## src/rtl/debug_in.sv

```systemverilog
// Host-to-core debug write port: synchronizes a 4-phase strobe/ack byte handshake
// and assembles low/high byte pairs into single-cycle 16-bit target writes.
module debug_in #(
  parameter int SYNC_STAGES = 2,
  parameter int TIMEOUT     = 1023
) (
  input  logic        clk,
  input  logic        rst,
  input  logic        strobe,
  input  logic [7:0]  hostData,
  input  logic [2:0]  inSel,
  input  logic        highSe,
  input  logic        errClr,
  output logic        ack,
  output logic        outWe,
  output logic [2:0]  outSel,
  output logic [15:0] outData,
  output logic        busy,
  output logic        err
);

  typedef enum logic [1:0] {IDLE, LOW_HELD, COMMIT} state_t;

  localparam logic [15:0] CNT_LAST = 16'(TIMEOUT - 1);

  state_t                 state;
  logic [SYNC_STAGES-1:0] sync_q;
  logic                   strobe_s;
  logic                   strobe_d;
  logic                   capture;
  logic [7:0]             low_byte;
  logic [2:0]             low_sel;
  logic [15:0]            cnt;

  assign strobe_s = sync_q[SYNC_STAGES-1];
  assign capture  = strobe_s & ~strobe_d & ~ack;
  assign busy     = (state == LOW_HELD);

  // Strobe synchronizer: strobe crosses into the clk domain here
  always_ff @(posedge clk) begin
    if (!rst) begin
      sync_q <= '0;
    end else begin
      sync_q <= {sync_q[SYNC_STAGES-2:0], strobe};
    end
  end

  // Handshake, byte assembly and write issue
  always_ff @(posedge clk) begin
    if (!rst) begin
      state    <= IDLE;
      strobe_d <= 1'b0;
      ack      <= 1'b0;
      outWe    <= 1'b0;
      outSel   <= '0;
      outData  <= '0;
      err      <= 1'b0;
      low_byte <= '0;
      low_sel  <= '0;
      cnt      <= '0;
    end else begin
      strobe_d <= strobe_s;
      if (!strobe_s) begin
        ack <= 1'b0;
      end else if (capture) begin
        ack <= 1'b1;
      end

      // A new error assigned below overrides a same-cycle clear.
      if (errClr) begin
        err <= 1'b0;
      end
      outWe <= 1'b0;

      case (state)
        IDLE: begin
          if (capture) begin
            if (highSe) begin
              err <= 1'b1;
            end else begin
              low_byte <= hostData;
              low_sel  <= inSel;
              cnt      <= '0;
              state    <= LOW_HELD;
            end
          end
        end
        LOW_HELD: begin
          cnt <= cnt + 16'd1;
          if (capture) begin
            if (!highSe) begin
              low_byte <= hostData;
              low_sel  <= inSel;
              cnt      <= '0;
            end else if (inSel == low_sel) begin
              outWe   <= 1'b1;
              outSel  <= low_sel;
              outData <= {hostData, low_byte};
              state   <= COMMIT;
            end else begin
              err   <= 1'b1;
              state <= IDLE;
            end
          end else if (cnt == CNT_LAST) begin
            err   <= 1'b1;
            state <= IDLE;
          end
        end
        COMMIT: begin
          state <= IDLE;
        end
        default: begin
          state <= IDLE;
        end
      endcase
    end
  end

endmodule

```

## config.mk

```make
export PLATFORM = sky130hd
export DESIGN_NAME = debug_in
export DESIGN_NICKNAME = d
export VERILOG_FILES = /design/src/rtl/debug_in.sv
export SDC_FILE = /design/constraint.sdc
export NUM_CORES = 1
export LEC_CHECK = 0
export CAP_MARGIN = 5
export CELL_PAD_IN_SITES_DETAIL_PLACEMENT = 1
export CELL_PAD_IN_SITES_GLOBAL_PLACEMENT = 1
export CORE_ASPECT_RATIO = 1.25
export CORE_MARGIN = 2
export CORE_UTILIZATION = 42
export CTS_BUF_LIST = sky130_fd_sc_hd__clkbuf_16
export CTS_CLUSTER_SIZE = 40
export DETAILED_ROUTE_END_ITERATION = 12
export HOLD_SLACK_MARGIN = 0.15
export PLACE_DENSITY_LB_ADDON = 0.1
export SLEW_MARGIN = 20
export SYNTH_ARGS = -nofsm -noshare
export SYNTH_HDL_FRONTEND = slang
export SYNTH_SLANG_ARGS = --single-unit
```

## constraint.sdc

```tcl
create_clock -name clk -period 3.5 [get_ports clk]
set_input_delay 0.35 -clock clk [delete_from_list [all_inputs] [get_ports clk]]
set_output_delay 0.35 -clock clk [all_outputs]
set_load 0.03 [all_outputs]
```

==> metrics.txt <==
Critical Path Sink busy; P_int 980 µW; switch share 20.4%; Reg2Reg Depth 4; routability congestion estimate roughly 0.74; core area about 0.0054 mm²; via count about 2,000; Crit Path Category register to output port; R2R Path Start cnt[4]; Avg Cell Area, Syn 8.48 µm²; part of the power in combinational logic under 10%; post-cts resize count 0; VDD IR max 0.200 mV; global route overflow 0; Vias/cell 5.37; Post-synth EDFFs 0; initial core utilization between 40 and 50%; DP HPWL 3930 µm; Async SR Flop Fraction 0%; largest net degree at the start of global routing between 40 and 50; clk sink count 54; Worst Tran Pin Value slightly below 0.6 ns; worst setup margin approximately 1.3 ns; max-cap violations 0; RSZ-0062 raised after global routing false; CTS Hold Bufs 0; Clk pwr share about 44%; final setup TNS 0 ns; worst path cell trace nand2b_1, inv_1, clkdlybuf4s50_1; Setup Viol. Count Final 0; run status finished, final reports clean; initial antenna violation count 0; Clock Path Buffers 2; Worst Skew 0.00513 ns; Total GRT Usage 20.0%; reg2reg setup slack 1.56 ns; CTS tree yes; Initial DRC Count 76; final max-slew violation count 0; Clk Latency, worst-skew pair 0.29 ns; DP Worst Slack approximately 1.2 ns; XOR/XNOR Fraction of Synth Area 2.65%; final core occ between 50% and 60%; fin crit period 2.18 ns; Tot Pwr between 1000 and 1500 µW; routed wire length 5570 µm; fraction of the cycle the final worst path needs between 60% and 70%; 1st-pass router iterations 4; num ports 39; Lkg Pwr approximately 0.00096 µW; register share of total power around half; CP Max Fanout 10; Synth Net Count roughly 290; #FFs+latches synth 54; area leader, netlist dfxtp_1; ratio of cells with drive above 1 in the final layout 5.19%; Switch Pwr 251 µW; Worst EP required roughly 3.2 ns; largest family of logic cells by synthesized area simple AND/OR/NAND/NOR gates; htree depth 2; Netlist cell types 38; post-synthesis compound-gate area fraction a little over a tenth; Startpoint Class register; most frequent cell after synthesis nand2_1; vias in the first global route 2,085; Post-CTS Repair Setup Buffers 0; Adder-Cell Fraction of Synth Area under 10%; critical path's slowest cell clkdlybuf4s50_1; Max-slew headroom slightly above 60%; Critical Path Source state[0]; Main synth FF type dfxtp_1; number of synthesis warnings 0; hold crit path type register to register; Max Freq 460 MHz; critical path endpoint category output port; Synth top area share 46.7%; most instantiated cells after synthesis nand2_1 (69), dfxtp_1 (54), a21oi_1 (22), mux2i_1 (21), nor2_1 (12); first-pass GRT wire length 9810 µm; root buf cell clkbuf_16; Die Ht between 80 and 90 µm; Post-DRT Antenna Nets 0; RR Endpoint err; Post-Synth Simple-Gate Area about a quarter; Area Overhead vs Synth 25.8%; CTS buffer count 5; Die ar. between 0.006 and 0.007 mm²; Diodes inserted 0; clock transition at the registers of the reported paths around 0.07 ns; # nets final ~330; WHS between 0.4 and 0.5 ns; Synth area leaders dfxtp_1 (47%), nand2_1 (11%), mux2i_1 (9.1%), a21oi_1 (4.8%), o21ai_0 (1.9%); port bufs 38; multiplexer area fraction after synthesis around 9.1%; Crit path arrival time roughly 1.8 ns; sequential element share of the synthesized area roughly 47%; FP Rows 30; mapped cell area 0.00232 mm²; DRC Markers 0; Avg WL per Cell roughly 15 µm; Post-Synthesis Cells between 200 and 300; Slowest Stage Delay on Critical Path between 0.6 and 0.7 ns; Power Density between 400 and 500 mW/mm²; Die W approximately 70 µm; Final Hold Vio Count 0
[power groups by stage]
stage	clock (µW)	sequential, µW	combinational (µW)
floorplan	0	638	31.7
global placement	0	639	61.9
detailed placement	0	639	63.1
CTS	560	625	63.4
global route	587	625	69.9
finish	545	625	62.1
[worst max-delay path: cells and delay by family, from the launching register on]
kind	cells	cell delay [ns]
buf+inv	2	0.77
flops	1	0.51
simple gates	1	0.26
[worst min path at each step]
stage	from	to	slack, ns	cells past startpoint
after floorplan	sync_q[0]	sync_q[1]	0.41	1
after global placement	sync_q[0]	sync_q[1]	0.42	1
after detailed placement	sync_q[0]	sync_q[1]	0.44	1
after CTS	sync_q[0]	sync_q[1]	0.46	1
after global routing	low_byte[6]	low_byte[6]	0.48	2
final	sync_q[0]	sync_q[1]	0.46	1
[area by class of cell]
class | count | area (µm²)
Sequential cell | 54 | 1080
Tap cell | 64 | 80.1
Clock inverter | 3 | 37.5
Fill cell | 635 | 2450
Timing Repair Buffer | 42 | 410
Clock buffer | 5 | 125
Inverter | 7 | 26.3
Multi-Input combinational cell | 197 | 1150
[through the flow]
step | cells | cell area [µm²]
2_1_floorplan | 273 | 2320
3_3_place_gp | 364 | 2750
3_5_place_dp | 364 | 2750
4_1_cts | 372 | 2910
5_1_grt | 372 | 2910
6_report | 372 | 2910
[routing by layer]
layer / up-vias / track usage, % / wire length, µm
li1: 1006 / - / -
met1: 958 / 23.6 / 2370
met2: 27 / 35.2 / 2890
met3: 8 / 4.75 / 220
met4: 0 / 7.34 / 87
met5: - / 0 / 0
[state kept, by name, summed over array words and instances, names as in the netlist]
name / cells
state: 2
outSel: 3
low_byte: 8
cnt: 16
outData: 16
sync_q: 2
ack: 1
err: 1
low_sel: 3
strobe_d: 1
outWe: 1
[layout by cell type, fill, tap and decap left out, types with 2 or more instances in the layout]
cell type	synthesis	routed
nand4_1	3	3
nand3_1	4	4
buf_4	0	4
o211ai_1	2	2
nor2_1	12	12
o21ai_0	9	9
mux2i_1	21	21
nand2_1	69	69
nand2b_1	2	2
a21oi_1	22	22
inv_1	6	8
xnor2_1	2	2
clkbuf_16	0	5
ha_1	2	2
and2_1	6	6
dfxtp_1	54	54
o31ai_1	5	5
clkdlybuf4s50_1	0	38
nor4_1	4	3
or4_1	5	5
xor2_1	5	5
nor3_1	6	6
or3_1	3	3
[logic make-up after synthesis]
| family | after synthesis |
|---|---|
| xor+xnor | 7 |
| simple gates | 124 |
| compound gates | 43 |
| fa+ha+maj | 2 |
| buf+inv | 22 |
| mux | 21 |
| flops | 54 |
No activity file was read; power rests on OpenSTA's default activity.
